### src/rtl/btn_conditioner.sv
// btn_conditioner: synchronise, debounce and edge-detect board push-buttons,
// then keep a sticky per-button press-event register cleared by a masked ack.
//
// Parameters:
//   N               number of buttons
//   DEBOUNCE_CYCLES consecutive disagreeing cycles needed to flip a level
//   ACTIVE_LOW      1 = pin reads 0 while pressed
//
// Ports:
//   clk, rst_n      system clock, asynchronous active-low reset
//   btn_raw[N]      raw asynchronous button pins
//   btn_level[N]    debounced state, 1 = pressed
//   btn_press[N]    one-cycle pulse on a debounced 0->1 flip
//   btn_release[N]  one-cycle pulse on a debounced 1->0 flip
//   evt_pending[N]  sticky press flags
//   evt_any         OR of evt_pending
//   evt_ack         single-cycle acknowledge strobe
//   evt_ack_mask[N] flags to clear when evt_ack is high
module btn_conditioner #(
    parameter int N               = 3,
    parameter int DEBOUNCE_CYCLES = 250000,
    parameter bit ACTIVE_LOW      = 1'b1
) (
    input  logic         clk,
    input  logic         rst_n,
    input  logic [N-1:0] btn_raw,
    output logic [N-1:0] btn_level,
    output logic [N-1:0] btn_press,
    output logic [N-1:0] btn_release,
    output logic [N-1:0] evt_pending,
    output logic         evt_any,
    input  logic         evt_ack,
    input  logic [N-1:0] evt_ack_mask
);

    localparam int            CW       = $clog2(DEBOUNCE_CYCLES + 1);
    localparam logic [CW-1:0] TERM     = CW'(DEBOUNCE_CYCLES - 1);
    localparam logic [N-1:0]  IDLE_PIN = {N{ACTIVE_LOW}};

    // Two-flop synchroniser, held at the released pin value in reset so
    // that leaving reset never looks like a fresh edge.
    logic [N-1:0] sync1_q;
    logic [N-1:0] sync2_q;
    logic [N-1:0] p;

    always_ff @(posedge clk or negedge rst_n) begin
        if (!rst_n) begin
            sync1_q <= IDLE_PIN;
            sync2_q <= IDLE_PIN;
        end else begin
            sync1_q <= btn_raw;
            sync2_q <= sync1_q;
        end
    end

    // Normalised press value: 1 means pressed, regardless of pin polarity.
    assign p = sync2_q ^ IDLE_PIN;

    // Debounce state per bit is the (level, counter) pair: a zero counter
    // with level 0/1 is idle/pressed, a non-zero counter is counting
    // toward the opposite level.
    logic [CW-1:0] cnt_q [N];
    logic [CW-1:0] cnt_d [N];
    logic [N-1:0]  level_q;
    logic [N-1:0]  level_d;
    logic [N-1:0]  press_q;
    logic [N-1:0]  press_d;
    logic [N-1:0]  rel_q;
    logic [N-1:0]  rel_d;
    logic [N-1:0]  pend_q;
    logic [N-1:0]  pend_d;
    logic [N-1:0]  ack_clr;

    always_comb begin
        level_d = level_q;
        press_d = '0;
        rel_d   = '0;
        for (int i = 0; i < N; i++) begin
            cnt_d[i] = '0;
            if (p[i] != level_q[i]) begin
                if (cnt_q[i] == TERM) begin
                    // Enough consecutive disagreement: commit the flip.
                    level_d[i] = p[i];
                    press_d[i] = p[i];
                    rel_d[i]   = ~p[i];
                end else begin
                    cnt_d[i] = cnt_q[i] + 1'b1;
                end
            end
            // Agreement (including a glitch back) leaves cnt_d at 0.
        end
    end

    // A press landing on the same edge as its ack keeps the flag set.
    assign ack_clr = {N{evt_ack}} & evt_ack_mask;
    assign pend_d  = press_d | (pend_q & ~ack_clr);

    always_ff @(posedge clk or negedge rst_n) begin
        if (!rst_n) begin
            for (int i = 0; i < N; i++) begin
                cnt_q[i] <= '0;
            end
            level_q <= '0;
            press_q <= '0;
            rel_q   <= '0;
            pend_q  <= '0;
        end else begin
            for (int i = 0; i < N; i++) begin
                cnt_q[i] <= cnt_d[i];
            end
            level_q <= level_d;
            press_q <= press_d;
            rel_q   <= rel_d;
            pend_q  <= pend_d;
        end
    end

    assign btn_level   = level_q;
    assign btn_press   = press_q;
    assign btn_release = rel_q;
    assign evt_pending = pend_q;
    assign evt_any     = |pend_q;

endmodule
### config.mk
export PLATFORM = sky130hd
export DESIGN_NAME = btn_conditioner
export DESIGN_NICKNAME = d
export VERILOG_FILES = /design/src/rtl/btn_conditioner.sv
export SDC_FILE = /design/constraint.sdc
export NUM_CORES = 1
export LEC_CHECK = 0
export ABC_AREA = 1
export CAP_MARGIN = 20
export CORE_MARGIN = 2
export CORE_UTILIZATION = 64
export CTS_CLUSTER_DIAMETER = 200
export DETAILED_ROUTE_END_ITERATION = 8
export HOLD_SLACK_MARGIN = 0.03
export PLACE_DENSITY_LB_ADDON = 0.25
export SLEW_MARGIN = 10
export SYNTH_ARGS = -nofsm -noshare
export SYNTH_HDL_FRONTEND = slang
export SYNTH_SLANG_ARGS = --single-unit
### constraint.sdc
create_clock -name clk -period 2.8 [get_ports clk]
set_clock_uncertainty 0.15 [all_clocks]
set_input_delay 0.7 -clock clk [delete_from_list [all_inputs] [get_ports clk]]
set_output_delay 0.7 -clock clk [all_outputs]
set_load 0.05 [all_outputs]
==> results of run 1 <==
==> sequential cells by signal, indices dropped and copies added (netlist names) <==
name,cells
sync1_q,3
btn_press,3
btn_release,3
sync2_q,3
btn_level,3
cnt_q,54
evt_pending,3
==> synthesized netlist by cell type <==
master | n | share of area, %
dfrtp_1 | 66 | 45
nor2_4 | 9 | 2.8
inv_1 | 41 | 4.2
o21ai_1 | 8 | 1.1
nand2_4 | 2 | 0.62
xor2_1 | 15 | 3.6
ha_1 | 3 | 1.0
nor2_2 | 9 | 1.5
nand2_1 | 91 | 9.3
o21ai_0 | 3 | 0.41
xnor2_1 | 9 | 2.2
nand3_2 | 3 | 0.82
or2_1 | 1 | 0.17
a21oi_1 | 9 | 1.2
nand3_1 | 29 | 4.0
nor3b_1 | 3 | 0.62
nor2_1 | 111 | 11
clkinv_1 | 1 | 0.10
o21bai_1 | 2 | 0.41
nand2_2 | 9 | 1.5
o21ai_2 | 1 | 0.24
a21oi_2 | 1 | 0.24
nand4_1 | 6 | 1.0
nor3_1 | 5 | 0.68
dfstp_2 | 6 | 4.3
or3_1 | 1 | 0.17
and2_1 | 1 | 0.17
inv_2 | 9 | 0.92
==> worst paths after layout <==
kind	from	to	slack (ns)	cells past startpoint
setup / recovery	evt_pending[1]$_DFF_PN0_	evt_any	0.15	2
hold / removal	rst_n	cnt_q[32]$_DFF_PN0_	0.19	1
setup reg to reg	cnt_q[18]$_DFF_PN0_	cnt_q[21]$_DFF_PN0_	1.16	6
hold reg to reg	sync1_q[1]$_DFF_PN1_	sync2_q[1]$_DFF_PN1_	0.21	0
max in group asynchronous	rst_n	sync2_q[2]$_DFF_PN1_	1.61	2
min in group clk	sync1_q[1]$_DFF_PN1_	sync2_q[1]$_DFF_PN1_	0.21	0
==> worst register-to-register path, cell delays in order, from the launching register on <==
cell and delay [ns]:
dfrtp_1 0.38, ha_1 0.22, nand3_2 0.14, nor2_1 0.19, nand2_1 0.15, o21ai_2 0.20, nor2_1 0.09
==> logic make-up (layout without fill, tap and decap cells) <==
| family | Yosys count | in the layout | share of synthesized area (%) |
|---|---|---|---|
| DFF | 72 | 72 | 49.5 |
| xor gates and xnor gates | 24 | 24 | 5.75 |
| adders and majority gates | 3 | 3 | 1.03 |
| and+or+nand+nor | 280 | 280 | 34.9 |
| buffers and inverters | 51 | 90 | 5.24 |
| AOI/OAI and AO/OA | 24 | 24 | 3.63 |
==> where the power goes <==
| part | switching [mW] | leakage (nW) | internal [mW] |
|---|---|---|---|
| Combinational | 0.0525 | 0.715 | 0.0262 |
| Sequential | 0.0107 | 0.978 | 1.06 |
| Clock | 0.382 | 0.0960 | 0.408 |
==> area by class of cell <==
type	instances	share of cell area [%]
Sequential cell	72	43.4
Multi-Input combinational cell	331	39.7
Timing Repair Buffer	23	5.59
Inverter	51	4.59
Clock buffer	10	3.06
Tap cell	72	2.16
Clock inverter	6	1.47
==> per-stage QoR <==
step,hold slack (ns),cell area [um^2],setup WS (ns)
after global placement,0.196,3980,0.520
final,0.189,4170,0.150
after CTS,0.192,4170,0.123
after detailed placement,0.198,3980,0.512
after floorplan,0.195,3650,0.748
after global routing,0.211,4170,0.0932
==> layer usage <==
metal  wire (um)  up-vias  part of all wire (%)  GRT usage (%)
li1            -     1476                     -              -
met1        3200     1416                    45           35.6
met2        3410       93                    47           40.3
met3         474       12                   6.6           6.22
met4         107        0                   1.5           10.0
met5           0        -                     0              0
==> metrics, run 1 <==
outcome finished, final reports clean; Slew Limit Fails 0; Core Util, Final 75.7%; fraction of layout cells with a size suffix above 1 a little over an eighth; estimated wirelength of the detail-placed design approximately 5300 um; Worst EP arrival 1.80 ns; H-tree Lvls 3; YS warnings 0; Final setup viols 0; Die X 79.6 um; post-synthesis register bit count 72; vias in the first global route just under 3,000; Worst-Margin Slew between 0.5 and 0.6 ns; Slowest-stage cell, CP clkdlybuf4s50_1; leak pwr 1.79 nW; synthesized instance count ~450; starting DRC count in detailed routing between 200 and 250; largest net degree at the start of global routing 34; CP max stage delay around 0.7 ns; Tot GR Track Use between 20% and 30%; vias per cell between 5 and 6; Setup Buffers After CTS 0; CP Buf/Inv Count 1; n_diodes 0; Post-Route WL between 7000 and 8000 um; Mapped Nets 466; Max-cap violations 0; final setup TNS 0 ns; area of the multi-input gates 1650 um^2; DRC Markers 0; vias between 2,000 and 3,000; Initial Util 66.4%; crit-path cells or3_1, clkdlybuf4s50_1; Layout Cells excl Fill approximately 570; Synth cell types 28; register area ~1800 um^2; kind of cell adding the most delay to the critical path buffers and inverters; worst setup path class register to primary output; CTS tree done; final period utilization approximately 95%; I/O Buffers 21; most common cell after layout, fill and taps aside nor2_1; Slew headroom between 60% and 70%; Period minus WS final roughly 2.7 ns; area of the die 6330 um^2; root buffer cell clkbuf_8; worst hold path class input pin to asynchronous set/reset pin; I/O pins 22; commonest non-fill, non-tap cells in the layout nor2_1, nand2_1, dfrtp_1; Die Ht 79.6 um; area delta synth->final 14.0%; Pwr Total slightly below 2 mW; fillers between 300 and 400; TritonCTS buffer count 9; grt total ovfl 0; maximum VDD drop around 340 uV; initial antenna violation count 0; critical path capture point type primary output; mapped cell area 3650 um^2; Placed Cells between 500 and 600; std cell rows 27; worst-skew pair later-pin latency between 0.3 and 0.4 ns; clk slew on worst S/H paths 0.07 ns; final hold vios 0; Bufs on Longest Clock Path 2; CP Max Fanout 3; critical path required time 1.95 ns; Setup crit start kind register; post-synthesis sequential area ratio around 50%; Antenna Nets Post-Route 0; FMAX ~380 MHz; CTS resizes 0; Hold Buf Count CTS 0; GP Congestion around 0.90; Mean Syn Cell Area approximately 8.1 um^2; nets@finish 500; first-pass GRT wire length 12,700 um; pwr dens approximately 460 nW/um^2; Core Area roughly 5500 um^2; unrepaired setup endpoints after global routing no; TritonCTS sink count between 70 and 80; drt first pass iters 5; Avg WL per Cell 12.7 um
Power figures use the tool's default switching activity.
==> run 2: changes to the inputs <==
- CORE_UTILIZATION: 64 -> 59
- clock period: 2.8 -> 2.7 ns (I/O delays scaled with it)
==> metrics, run 2 (synthesis results as in run 1) <==
I/O Buffers 21 (unchanged); CP max stage delay 0.71 ns (about the same); critical path required time 1.88 ns (-0.07 ns); unrepaired setup endpoints after global routing no; Worst-Margin Slew 0.548 ns (-0.0187 ns); largest net degree at the start of global routing 72 (+110%); Slowest-stage cell, CP clkdlybuf4s50_1; grt total ovfl 0 (unchanged); final period utilization between 90% and 100%; most flop-heavy register cnt_q; Slew headroom 63.4% (+1.1 points); Initial Util 61.4% (-5.0 points); maximum VDD drop 372 uV (+9.6%); I/O pins 22 (unchanged); GP Congestion 0.838 (-6.8%); starting DRC count in detailed routing 140 (-36%); estimated wirelength of the detail-placed design 5030 um (-4.4%); FMAX between 300 and 400 MHz; Antenna Nets Post-Route 0 (unchanged); vias per cell 5.10 (-3.8%); Tot GR Track Use 23.4% (-2.6 points); Final setup viols 0 (unchanged); Setup crit start kind register; worst-skew pair later-pin latency 0.34 ns (about the same); worst hold path class register to register; vias 2,898 (-3.3%); Avg WL per Cell 12.4 um (-2.6%); leak pwr 1.79 nW (about the same); DRC Markers 0 (unchanged); Clk pwr share 41.7% (+0.9 points); H-tree Lvls 3 (unchanged); sw frac 23.9% (+0.95 points); worst setup path class register to primary output; Post-Route WL 7040 um (-2.1%); CTS tree done; Die X 82.7 um (+3.9%); Max-cap violations 0 (unchanged); Die Ht 82.7 um (+3.9%); crit-path cells or3_1, clkdlybuf4s50_1; Final Cell Area 4180 um^2 (+0.33%); area delta synth->final 14.4%; Worst EP arrival 1.81 ns (about the same); TritonCTS sink count 72 (unchanged); first-pass GRT wire length 12,100 um (-5.2%); n_diodes 0 (unchanged); nets@finish 500 (unchanged); Period minus WS final around 2.6 ns; most common cell after layout, fill and taps aside nor2_1; Sequential Power Share 54.4% (-0.7 points); Core Area 5960 um^2 (+8.2%); vias in the first global route 2,802 (-3.0%); drt first pass iters 4 (-1); max reg flops 54 (unchanged); outcome finished, final reports clean; commonest non-fill, non-tap cells in the layout nor2_1, nand2_1, dfrtp_1; Comb power frac 4.0% (about the same); DP Area 3970 um^2 (about the same); Switch Pwr 0.488 mW (+9.5%); Bufs on Longest Clock Path 2 (unchanged); final hold vios 0 (unchanged); CTS resizes 0 (unchanged); fraction of layout cells with a size suffix above 1 13.6% (unchanged); clk slew on worst S/H paths 0.08 ns (about the same); CP Max Fanout 3 (unchanged); final setup TNS 0 ns (unchanged); Slew Limit Fails 0 (unchanged); critical path capture point type primary output; TritonCTS buffer count 9 (unchanged); std cell rows 28 (+3.7%); pwr dens 487 nW/um^2 (+4.8%); area of the die 6840 um^2 (+8.0%); initial antenna violation count 0 (unchanged); Int Power 1.55 mW (+3.9%); root buffer cell clkbuf_8
[run 2: cell count changes in the layout (fill, tap and decap cells not counted), sizes merged]
cell,change
dlygate4sd3,+1
clkinvlp,+1
buf,-1
clkbuf,-1
[run 2: critical path: cells and delay by family (launching register included)]
kind                   cells  cell delay (ns)
buffers and inverters      1             0.71
AND/OR/NAND/NOR            1             0.37
flip-flops                 1             0.39
[run 2: through the flow]
step	std cells	hold slack [ns]	setup WS [ns]	util, %	power, mW
floorplan	454	0.195	0.673	-	1.16
global placement	551	0.196	0.437	66.7	1.21
detailed placement	551	0.197	0.428	66.7	1.21
CTS	568	0.208	0.0447	70.2	2.05
global route	568	0.214	0.0202	70.2	2.11
finish	568	0.208	0.0611	70.2	2.04
[run 2: power by group through the flow]
stage	logic, mW	registers (mW)	clock network, mW
final	0.0808	1.11	0.849
after global routing	0.0941	1.11	0.909
after CTS	0.0841	1.11	0.860
after detailed placement	0.0827	1.13	0
after global placement	0.0801	1.13	0
after floorplan	0.0354	1.13	0
[run 2: cell type report]
cell class | count | area (um^2)
repair buffers | 23 | 235
well taps | 75 | 93.8
inverters | 51 | 191
clock inverters | 7 | 72.6
flip-flops and latches | 72 | 1810
multi-input cells | 331 | 1650
clock buffers | 9 | 124
fillers | 491 | 1780
[run 2: final timing paths]
kind / start / cells after the start / to / slack [ns]
worst min-delay path: sync1_q[2]$_DFF_PN1_ / 0 / sync2_q[2]$_DFF_PN1_ / 0.21
min in group asynchronous: rst_n / 2 / evt_pending[1]$_DFF_PN0_ / 0.51
max in group asynchronous: rst_n / 3 / sync2_q[2]$_DFF_PN1_ / 1.29
worst max-delay path: evt_pending[1]$_DFF_PN0_ / 2 / evt_any / 0.06
worst max register to register: cnt_q[19]$_DFF_PN0_ / 6 / cnt_q[22]$_DFF_PN0_ / 1.01
worst min register to register: sync1_q[2]$_DFF_PN1_ / 0 / sync2_q[2]$_DFF_PN1_ / 0.21
[run 2: repair_timing]
action / in CTS / in global routing
setup endpoints to repair: 0 / 0
buffers inserted: 0 / 0
hold buffers: 1 / 0
endpoints found under the hold margin: 1 / 0
[run 2: metal layers]
| metal | track usage (%) | routed length [um] | share of wire [%] | up-vias |
|---|---|---|---|---|
| li1 | - | - | - | 1480 |
| met1 | 30.1 | 3320 | 47 | 1369 |
| met2 | 39.5 | 3460 | 49 | 41 |
| met5 | 0 | 0 | 0 | - |
| met3 | 5.00 | 181 | 2.6 | 8 |
| met4 | 7.21 | 83 | 1.2 | 0 |
==> run 3: changes to the inputs <==
- ABC_AREA: 1 -> 0
- CORE_UTILIZATION: 59 -> 58
==> metrics, run 3 <==
pre-CTS setup slack 0.391 ns (-0.0379 ns); synthesized instance count 325 (-28%); CP Buf/Inv Count 1 (unchanged); fraction of layout cells with a size suffix above 1 8.17% (-5.4 points); final setup TNS 0 ns (unchanged); clk slew on worst S/H paths 0.07 ns (about the same); worst reg2reg path endpoint cnt_q[33]$_DFF_PN0_; Slowest-stage cell, CP clkdlybuf4s50_1; critical path depth in cells 2 (unchanged); Core Area 5510 um^2 (-7.5%); drt first pass iters 4 (unchanged); Main synth FF type dfrtp_1; fillers 424 (-14%); Setup crit start kind register; critical path required time 1.88 ns (about the same); Final Cell Area 3770 um^2 (-9.9%); vias 2,446 (-16%); Setup Buffers After CTS 0 (unchanged); estimated wirelength of the detail-placed design 4100 um (-18%); final period utilization 97.7% (about the same); Worst R2R Setup Slack 0.37 ns (-0.64 ns); FMAX 379 MHz (about the same); CP startpoint evt_pending[1]$_DFF_PN0_; I/O Buffers 21 (unchanged); Post-synth EDFFs 0 (unchanged); commonest non-fill, non-tap cells in the layout dfrtp_1, nor2_1, xnor2_1; post-synthesis register bit count 72 (unchanged); CP max stage delay 0.71 ns (about the same); nets@finish 362 (-28%); maximum VDD drop 463 uV (+25%); CTS tree done; vias in the first global route 2,421 (-14%); Max-cap violations 0 (unchanged); H-tree Lvls 3 (unchanged); worst hold path class input pin to asynchronous set/reset pin; register area 1810 um^2 (unchanged); Hold Buf Count CTS 0 (-1); TritonCTS buffer count 9 (unchanged); GP Congestion 0.865 (+3.3%); Slew headroom 58.8% (-4.6 points); Post-Route WL 6050 um (-14%); root buffer cell clkbuf_8; Slew Limit Fails 0 (unchanged); Period minus WS final 2.64 ns (-0.00102 ns); unrepaired setup endpoints after global routing no; std cell rows 27 (-3.6%); initial antenna violation count 0 (unchanged); post-synthesis sequential area ratio 54.6% (+5.1 points); Pwr Total 1.91 mW (-6.1%); TritonCTS sink count 72 (unchanged); Die Ht 79.6 um (-3.8%); setup ws final 0.0621 ns (+0.00102 ns); grt total ovfl 0 (unchanged); Worst-Margin Slew 0.618 ns (+0.0702 ns); Synth area leader dfrtp_1; Die X 79.6 um (-3.8%); critical path capture point type primary output; share of synthesized registers carrying an async set or reset 100% (unchanged); kind of cell adding the most delay to the critical path buffers and inverters; Initial Util 60.2% (-1.2 points); worst-skew pair later-pin latency 0.35 ns (about the same); DP Area 3590 um^2 (-9.5%); final hold vios 0 (unchanged); max reg flops 54 (unchanged); Tot GR Track Use 21.7% (-1.7 points); worst setup path end evt_any; most common cell after layout, fill and taps aside dfrtp_1; outcome finished, final reports clean; starting DRC count in detailed routing 99 (-29%); worst setup path class register to primary output; vias per cell 5.73 (+12%); leak pwr 1.53 nW (-14%); mapped cell area 3310 um^2 (-9.3%); Mapped Nets 337 (-28%); Area contributors post-synth dfrtp_1, xnor2_1, nor2_1, dfstp_2, xor2_1; largest net degree at the start of global routing 73 (+1.4%); crit-path cells or3_1, clkdlybuf4s50_1; Final setup viols 0 (unchanged); CTS resizes 0 (unchanged); DRC Markers 0 (unchanged); Bufs on Longest Clock Path 2 (unchanged); Antenna Nets Post-Route 0 (unchanged); most flop-heavy register cnt_q; Placed Cells 411 (-25%); Synth cell types 34 (+21%); post-synth top area share 49.8% (+4.7 points); top post-synthesis cells by count dfrtp_1, nor2_1, xnor2_1; n_diodes 0 (unchanged); area delta synth->final 13.7%; CP Max Fanout 3 (unchanged); I/O pins 22 (unchanged); Worst EP arrival 1.81 ns (about the same); area of the die 6330 um^2 (-7.4%); pwr dens 508 nW/um^2 (+4.2%); Worst R2R Path Depth 4 (-2); count leader, synth dfrtp_1; Avg WL per Cell 14.2 um (+14%); Layout Cells excl Fill 427 (-25%); r2r startpoint cnt_q[23]$_DFF_PN0_; first-pass GRT wire length 10,500 um (-13%); area of the multi-input gates 1430 um^2 (-14%); YS warnings 0 (unchanged); Mean Syn Cell Area 10.2 um^2 (+27%)
## run 3: worst register-to-register path, cell delays in order (launching register included)
cell     delay, ns
dfrtp_1       0.43
or4b_1        0.56
or4b_4        0.55
o21ai_4       0.41
nor2_1        0.11
## run 3: logic make-up (layout without fill, tap and decap cells)
| group | after synthesis | after routing | synth area share, % |
|---|---|---|---|
| AOI/OAI and AO/OA | 24 | 24 | 4.57 |
| DFF | 72 | 72 | 54.6 |
| and+or+nand+nor | 163 | 163 | 25.5 |
| buffers and inverters | 18 | 48 | 2.27 |
| xor gates and xnor gates | 44 | 44 | 11.6 |
| adders and majority gates | 3 | 3 | 1.13 |
| muxes | 1 | 1 | 0.302 |
## run 3: how the worst min path moves through the flow
stage	from	cells after the start	endpoint
after global routing	rst_n	2	cnt_q[28]$_DFF_PN0_
final	rst_n	2	cnt_q[20]$_DFF_PN0_
after detailed placement	sync1_q[0]$_DFF_PN1_	0	sync2_q[0]$_DFF_PN1_
after CTS	rst_n	2	btn_level[1]$_DFFE_PN0P_
after floorplan	sync1_q[0]$_DFF_PN1_	0	sync2_q[0]$_DFF_PN1_
after global placement	sync1_q[1]$_DFF_PN1_	0	sync2_q[1]$_DFF_PN1_
## run 3: layout make-up
cell class	count	share of cell area (%)
Clock buffer	9	3.29
Clock inverter	7	1.30
Inverter	9	0.897
Multi-Input combinational cell	235	37.9
Sequential cell	72	48.0
Tap cell	72	2.39
Timing Repair Buffer	23	6.18
## run 3: through the flow
stage,util [%],hold slack (ns)
final,68.4,0.187
after global routing,68.4,0.211
after CTS,68.4,0.194
after detailed placement,65.3,0.197
after global placement,65.3,0.196
after floorplan,-,0.195
## run 3: metal layers
| layer | vias up | global-route usage (%) | wire length, um |
|---|---|---|---|
| met2 | 42 | 34.9 | 2940 |
| met1 | 1204 | 26.5 | 2790 |
| met3 | 12 | 6.90 | 188 |
| met5 | - | 0 | 0 |
| li1 | 1188 | - | - |
| met4 | 0 | 10.3 | 125 |
## run 3: report_power, final
part,total [mW],leakage (nW),switching [mW],internal [mW]
combinational,0.0700,0.466,0.0435,0.0265
clock,0.732,0.0889,0.400,0.332
sequential,1.11,0.978,0.0145,1.10
